**src/rtl/dmem_port_arbiter.sv**
```systemverilog
// Two-requester round-robin arbiter in front of the big-endian data memory.
// Each transaction walks IDLE -> ACCESS -> RESP and drives the memory for exactly one cycle.
module dmem_port_arbiter #(
  parameter int unsigned MEM_DEPTH = 100
) (
  input  logic        SYS_clk,
  input  logic        SYS_reset,
  input  logic [1:0]  REQ_valid,
  output logic [1:0]  REQ_ready,
  input  logic [1:0]  REQ_write,
  input  logic [3:0]  REQ_length,
  input  logic [1:0]  REQ_signed,
  input  logic [63:0] REQ_addr,
  input  logic [63:0] REQ_wdata,
  output logic [1:0]  RSP_valid,
  input  logic [1:0]  RSP_ready,
  output logic [31:0] RSP_rdata,
  output logic        RSP_err,
  output logic [31:0] MEM_read_address,
  output logic [1:0]  MEM_read_length,
  output logic        MEM_read_signed,
  output logic [31:0] MEM_write_address,
  output logic [1:0]  MEM_write_length,
  output logic [31:0] MEM_write_data,
  input  logic [31:0] MEM_read_data
);

  typedef enum logic [1:0] {StIdle, StAccess, StResp} state_e;

  state_e      state_q, state_d;
  logic        last_grant_q, last_grant_d;
  logic        gnt_idx;
  logic [1:0]  gnt_oh;
  logic        hs;

  logic        g_q, write_q, sgn_q;
  logic [1:0]  len_q;
  logic [31:0] addr_q, wdata_q;
  logic [31:0] rdata_q;
  logic        err_q;

  logic [2:0]  nbytes;
  logic [32:0] end_addr;
  logic        ok;

  always_comb begin
    gnt_idx = 1'b0;
    case (REQ_valid)
      2'b10:   gnt_idx = 1'b1;
      2'b11:   gnt_idx = ~last_grant_q;
      default: gnt_idx = 1'b0;
    endcase
    gnt_oh = gnt_idx ? 2'b10 : 2'b01;
    // Gate with reset so nothing is accepted while reset is held.
    REQ_ready = (state_q == StIdle && SYS_reset) ? (REQ_valid & gnt_oh) : 2'b00;
    hs = |REQ_ready;
  end

  always_comb begin
    nbytes = 3'd0;
    case (len_q)
      2'b01:   nbytes = 3'd1;
      2'b10:   nbytes = 3'd2;
      2'b11:   nbytes = 3'd4;
      default: nbytes = 3'd0;
    endcase
    // 33-bit sum so addresses near 2^32 cannot wrap into range.
    end_addr = {1'b0, addr_q} + {30'b0, nbytes};
    ok = (len_q != 2'b00) && (end_addr <= 33'(MEM_DEPTH));
  end

  always_comb begin
    MEM_read_address  = 32'h0;
    MEM_read_length   = 2'b11;
    MEM_read_signed   = 1'b0;
    MEM_write_address = 32'h0;
    MEM_write_length  = 2'b00;
    MEM_write_data    = 32'h0;
    if (state_q == StAccess && ok) begin
      if (write_q) begin
        MEM_write_address = addr_q;
        MEM_write_length  = len_q;
        MEM_write_data    = wdata_q;
      end else begin
        MEM_read_address = addr_q;
        MEM_read_length  = len_q;
        MEM_read_signed  = sgn_q;
      end
    end
  end

  always_comb begin
    state_d      = state_q;
    last_grant_d = last_grant_q;
    case (state_q)
      StIdle:   if (hs) state_d = StAccess;
      StAccess: state_d = StResp;
      StResp: begin
        if (RSP_ready[g_q]) begin
          last_grant_d = g_q;
          state_d      = StIdle;
        end
      end
      default:  state_d = StIdle;
    endcase
  end

  assign RSP_valid = (state_q == StResp) ? (g_q ? 2'b10 : 2'b01) : 2'b00;
  assign RSP_rdata = rdata_q;
  assign RSP_err   = err_q;

  always_ff @(posedge SYS_clk or negedge SYS_reset) begin
    if (!SYS_reset) begin
      state_q      <= StIdle;
      last_grant_q <= 1'b1;
      g_q          <= 1'b0;
      write_q      <= 1'b0;
      sgn_q        <= 1'b0;
      len_q        <= 2'b00;
      addr_q       <= 32'h0;
      wdata_q      <= 32'h0;
      rdata_q      <= 32'h0;
      err_q        <= 1'b0;
    end else begin
      state_q      <= state_d;
      last_grant_q <= last_grant_d;
      if (hs) begin
        g_q     <= gnt_idx;
        write_q <= gnt_idx ? REQ_write[1] : REQ_write[0];
        sgn_q   <= gnt_idx ? REQ_signed[1] : REQ_signed[0];
        len_q   <= gnt_idx ? REQ_length[3:2] : REQ_length[1:0];
        addr_q  <= gnt_idx ? REQ_addr[63:32] : REQ_addr[31:0];
        wdata_q <= gnt_idx ? REQ_wdata[63:32] : REQ_wdata[31:0];
      end
      if (state_q == StAccess) begin
        rdata_q <= (ok && !write_q) ? MEM_read_data : 32'h0;
        err_q   <= !ok;
      end
    end
  end

endmodule

```
**config.mk**
```make
export PLATFORM = sky130hd
export DESIGN_NAME = dmem_port_arbiter
export DESIGN_NICKNAME = d
export VERILOG_FILES = /design/src/rtl/dmem_port_arbiter.sv
export SDC_FILE = /design/constraint.sdc
export NUM_CORES = 1
export LEC_CHECK = 0
export CAP_MARGIN = 20
export CORE_MARGIN = 4
export CORE_UTILIZATION = 45
export CTS_CLUSTER_SIZE = 14
export DETAILED_ROUTE_END_ITERATION = 10
export HOLD_SLACK_MARGIN = 0.05
export PLACE_DENSITY = 0.95
export SYNTH_ARGS = -nofsm -noshare
export SYNTH_HDL_FRONTEND = slang
export SYNTH_SLANG_ARGS = --single-unit
```
**constraint.sdc**
```tcl
create_clock -name SYS_clk -period 10.81 [get_ports SYS_clk]
set_clock_uncertainty 0.05 [all_clocks]
set_input_delay 2.162 -clock SYS_clk [delete_from_list [all_inputs] [get_ports SYS_clk]]
set_output_delay 2.162 -clock SYS_clk [all_outputs]
set_load 0.03 [all_outputs]
```
### Yosys cells after proc, flatten, opt, wreduce, memory -nomap -nowiden

Index checks and enable logic that the tools add are counted.

| word-level totals | value |
|---|---|
| word-level logic and storage cells | 64 |
| output and inout bits | 138 |
| bits of input ports | 174 |
| register bits after elaboration | 105 |

| operators by class | value |
|---|---|
| mux-type cells | 29 |
| add/subtract/negate cells | 1 |
| magnitude comparators | 2 |
| reductions and logical operators | 11 |
| bitwise operators | 2 |
| eq/ne operators | 9 |

Operators by type and width:

| kind | count |
|---|---|
| $mux W32 | 9 |
| $add A32 B3 Y33 | 1 |
| $le A33 B7 Y1 const B | 1 |
| $mux W2 | 11 |
| $eq A2 B2 Y1 const B | 5 |
| $pmux W3 S3 | 1 |
| $mux W1 | 6 |
| $pmux W2 S3 | 1 |
| $eq A2 B1 Y1 const B | 2 |
| $logic_and A1 B1 Y1 | 4 |
| $ne A2 B2 Y1 const B | 2 |
| $reduce_and A2 Y1 | 2 |
| $and A2 B2 Y2 | 1 |
| $logic_not A1 Y1 | 2 |
| $logic_not A2 Y1 | 1 |
| $lt A1 B2 Y1 const B | 1 |
| $pmux W1 S2 | 1 |
| $reduce_bool A2 Y1 | 1 |
| $reduce_or A2 Y1 | 1 |
| $not A1 Y1 | 1 |

### Logic depth before layout (Yosys ltp)

| depth | value |
|---|---|
| depth in word-level cells | 8 |
| gate-level depth with buffers | 13 |
| gate-level depth less buffers | 11 |

### Worst setup path before layout

No wires, ideal clock.

| timing | value |
|---|---|
| kind | reg2out |
| from | reg len_q[0] |
| to | out MEM_read_address[0] |
| path slack | 5.023 ns |
| stages on the path, launching flop included | 14 |
| data required time | 8.598 ns |
| buffers on the path | 2 |
| arrival time | 3.575 ns |
| cells stage by stage | dfrtp_1 inv_1 nor2_1 ha_1 fa_1 a21oi_1 nor3_1 nand2_1 mux2_2 o21ai_0 nand4_1 clkbuf_1 clkbuf_1 nor3_1 |

| on the way | value |
|---|---|
| longest elaborated chain between the ends | 7 |
| elaborated cells on any way between the ends | 10 |
| classes of those cells | add/sub (1); order compare (1); eq/ne (3); mux (2); reduce/logical (3) |

Ends and longest elaborated chain:

| what | line | RTL |
|---|---|---|
| start: declaration | 37 | `logic [1:0] len_q;` |
| start signal: assignment | 131 | `len_q <= gnt_idx ? REQ_length[3:2] : REQ_length[1:0];` |
| $eq A2 B2 Y1 / $eq A2 B1 Y1 (equally long branches) | 61 | `case (len_q)` |
| $pmux W3 S3 | 61 |  |
| $add A32 B3 Y33 | 68 | `end_addr = {1'b0, addr_q} + {30'b0, nbytes};` |
| $le A33 B7 Y1 | 69 | `ok = (len_q != 2'b00) && (end_addr <= 33'(MEM_DEPTH));` |
| $logic_and A1 B1 Y1 (*) | 69 |  |
| $logic_and A1 B1 Y1 (*) | 79 | `if (state_q == StAccess && ok) begin` |
| $mux W32 (*) | 79 |  |
| end: declaration | 19 | `output logic [31:0] MEM_read_address,` |

Every way passes the cells marked *; elsewhere a longest branch is shown, timed or not.

### Final worst setup path

| timing | value |
|---|---|
| from | reg len_q[0] |
| to | out MEM_write_data[18] |

| on the way | value |
|---|---|
| longest elaborated chain between the ends | 7 |
| elaborated cells on any way between the ends | 10 |
| classes of those cells | add/sub (1); order compare (1); eq/ne (3); mux (2); reduce/logical (3) |

Ends and longest elaborated chain:

| what | line | RTL |
|---|---|---|
| $eq A2 B2 Y1 / $eq A2 B1 Y1 (equally long branches) | 61 |  |
| $pmux W3 S3 | 61 |  |
| $add A32 B3 Y33 | 68 |  |
| $le A33 B7 Y1 | 69 |  |
| $logic_and A1 B1 Y1 (*) | 69 |  |
| $logic_and A1 B1 Y1 (*) | 79 |  |
| $mux W32 (*) | 79 |  |
| end: declaration | 24 | `output logic [31:0] MEM_write_data,` |

Marks and branches as above.

==> implementation parameters <==
Parameter                              Value

Status
  Result of the run    finished clean

Clock network
  Max Root-Sink Buffers    2
  Cts hold-fix bufs    0
  Master cell of the clock root buffer    sky130_fd_sc_hd__clkbuf_16
  Num CTS Buffers    9
  Number of buffers inserted by post-CTS setup repair    0
  CTS sink cnt    between 100 and 150
  CTS tree    done
  CTS-repair resized insts    0
  H-tree depth reported by CTS    3
  Clock Latency Late Sink    approximately 350 ps
  Clock slew at reported path FFs    approximately 80 ps

Setup path
  Terminus of the critical flop-to-flop path    RSP_rdata[18]$_DFFE_PN0N_
  Worst Setup End Kind    primary output
  FF-to-FF Start    len_q[0]$_DFFE_PN0P_
  Register-to-register setup slack    between 6000 and 7000 ps
  Maximum fanout along the worst path    42
  Cell count of the worst reg-to-reg path    12
  Signal arrival time at the worst endpoint    5380 ps
  Type of the worst setup path    flip-flop to primary output
  WP data required    8600 ps
  CP Launch Type    flip-flop

Routing
  Number of design rule violations left after detail routing    0
  DRT Wirelength    ~20,000 microns
  TritonRoute pass-1 iters    4
  DRT iter0 DRCs    417
  Antenna viol nets, final    0
  Total via count after detailed routing    6,240
  Via density per instance    about 5.4
  Routed wire length per instance    17.1 microns

Finish
  Non-filler instance count after layout    about 1.2k
  Final net count    ~1.1k
  Most common cell after layout, fill and taps aside    sky130_fd_sc_hd__clkdlybuf4s50_1
  P&R area growth vs syn    45.4%
  Final core utilization    0.669
  Most frequent cells in the layout    sky130_fd_sc_hd__clkdlybuf4s50_1, sky130_fd_sc_hd__dfrtp_1, sky130_fd_sc_hd__nor2_1
  N_diodes    0
  Post-Layout Inst Area    9290 sq um
  Share of final-layout standard cells stronger than drive strength 1    0.0369

Power
  Peak VDD IR    91.9 uV
  Leakage Power    3.90 nW
  Power Total    1.66 mW
  Power density cells    ~180 nW/um^2

Synthesis
  Number of distinct library cells after synthesis    53
  Sequential area share after synthesis    0.412
  Area of the mapped netlist    6390 sq um
  Top cell type's share of synthesized area    0.407
  YS warnings    0
  Top post-synthesis cells by area    sky130_fd_sc_hd__dfrtp_1, sky130_fd_sc_hd__mux2i_1, sky130_fd_sc_hd__a21oi_1
  Number of enable flip-flop cells after synthesis    0
  Post-Synthesis Cells    746
  Synth Register Bits    105
  Post-synthesis async set-or-reset flop share    1.00
  Post-synth top area cell    sky130_fd_sc_hd__dfrtp_1
  Synthesized area divided by synthesized cell count    8.56 sq um
  Primary FF master, synth    sky130_fd_sc_hd__dfrtp_1

Floorplanning
  Die span in y    around 130 microns
  Row Count    43
  Die extent in x    127 microns
  Standard cell core area    approximately 14,000 sq um
  DIE AREA    roughly 16,000 sq um
  Initial standard-cell utilization of the core    0.460
  Boundary Pins    312

Timing
  Worst slew slack as a fraction of its limit    0.341
  Slew at the pin with the worst max-slew slack    986 ps
  Final period demand of the worst path    7590 ps
  Aggregate negative setup slack    0 ps
  Min setup slack post-route    ~3200 ps
  Worst Hold Margin    433 ps
  Share of the clock period used by the worst path    0.702
  Fin. Hold Viols    0
  Setup repair after global routing missed its margin    no
  F_max    roughly 130 MHz
  Max Transition Viols Final    0
  Final number of setup-violating endpoints    0

Min path
  Beginning of the worst hold path    RSP_rdata[5]$_DFFE_PN0N_
  Worst hold path stage count    2
  Path type of the worst min-delay path    flip-flop to flip-flop
  Hold Path Sink    RSP_rdata[5]$_DFFE_PN0N_

Placement
  Dpl cells    1,140
  Placement Cell Area    between 8000 and 9000 sq um
  Post-placement worst setup slack    3510 ps
  Final estimated routing congestion in global placement    0.810
  Post-DP HPWL    14,500 microns
  Quantity of I/O buffers inserted on ports    263

Global route
  Sum of overflow across all layers after global routing    0
  Largest net degree at the start of global routing    around 100
  Total GRT Usage    0.236
  Initial antenna violation count    0
  First-pass GRT wire length    roughly 31,000 microns
  Via count of the first global-routing pass    6,200

Flow run
  Max-capacitance violation count    0
==> flip-flops by register name, indices dropped and copies added (netlist names) <==
name          cells
RSP_err           1
RSP_rdata        32
addr_q           32
g_q               1
last_grant_q      1
len_q             2
sgn_q             1
state_q           2
wdata_q          32
write_q           1
==> power breakdown <==
group	internal [mW]	switching, mW	leakage, nW
clock network	0.213	0.157	0.163
registers	0.520	0.150	1.24
logic	0.270	0.352	2.49
==> cells by family (layout without fill, tap and decap cells) <==
kind of cell,Yosys count,in the layout,share of synthesized area
buffers and inverters,149,332,0.118
adder cells (fa/ha/maj),4,4,0.00901
other,1,48,0.000587
AO/OA/AOI/OAI,140,140,0.123
AND/OR/NAND/NOR,269,269,0.217
multiplexers,72,72,0.113
flip-flops,105,105,0.412
XOR/XNOR,6,6,0.00823
==> final cells by class <==
cell class	count	area, sq um
clock inverter	6	98.8
tap	180	225
fill	1085	4590
multi-input combinational	539	3220
inverter	46	173
sequential	105	2630
clock buffer	10	239
timing repair buffer	270	2700
==> worst max-delay path by stage <==
stage / start / end / slack [ps] / depth (start not counted)
6_report: len_q[0]$_DFFE_PN0P_ / MEM_write_data[18] / 3220 / 13
5_1_grt: len_q[0]$_DFFE_PN0P_ / MEM_write_data[18] / 2780 / 13
3_5_place_dp: REQ_valid[0] / REQ_ready[0] / 3510 / 5
2_1_floorplan: len_q[0]$_DFFE_PN0P_ / MEM_read_address[0] / 5020 / 13
3_3_place_gp: REQ_valid[1] / REQ_ready[0] / 3560 / 5
4_1_cts: len_q[0]$_DFFE_PN0P_ / MEM_write_data[18] / 3230 / 13
==> cells in the mapped netlist (all sizes together) (2+ instances only) <==
cell,n
nor3,58
o21ai,37
and2,2
and4,2
nand4,10
xor2,3
dfrtp,104
mux2i,70
o22a,2
nand4b,33
buf,62
a21oi,76
clkbuf,41
a2111oi,2
xnor2,3
o31ai,3
nand3b,2
inv,46
a211oi,4
mux2,2
nand2b,4
or3,2
nor2,83
nor2b,2
nand2,49
o21a,2
and3,3
nor3b,2
ha,3
or2,2
nand3,13
a21boi,2
==> critical path: stages, from the launching register on <==
cell and delay [ps]:
sky130_fd_sc_hd__dfrtp_1 440, sky130_fd_sc_hd__inv_1 110, sky130_fd_sc_hd__nor2_1 50, sky130_fd_sc_hd__ha_1 210, sky130_fd_sc_hd__fa_1 410, sky130_fd_sc_hd__a21oi_1 610
sky130_fd_sc_hd__nor3_1 200, sky130_fd_sc_hd__nand4_1 180, sky130_fd_sc_hd__a21boi_0 150, sky130_fd_sc_hd__nor4_4 270, sky130_fd_sc_hd__buf_4 390, sky130_fd_sc_hd__nand3_2 740
sky130_fd_sc_hd__nor3_1 480, sky130_fd_sc_hd__clkdlybuf4s50_1 760
==> layer usage <==
layer | GRT usage | vias to the layer above | share of wire
met5 | 0 | - | 0
met1 | 0.290 | 2951 | 0.40
met3 | 0.0510 | 50 | 0.073
met2 | 0.397 | 304 | 0.49
li1 | - | 2935 | -
met4 | 0.112 | 0 | 0.036
Power figures use the tool's default switching activity.
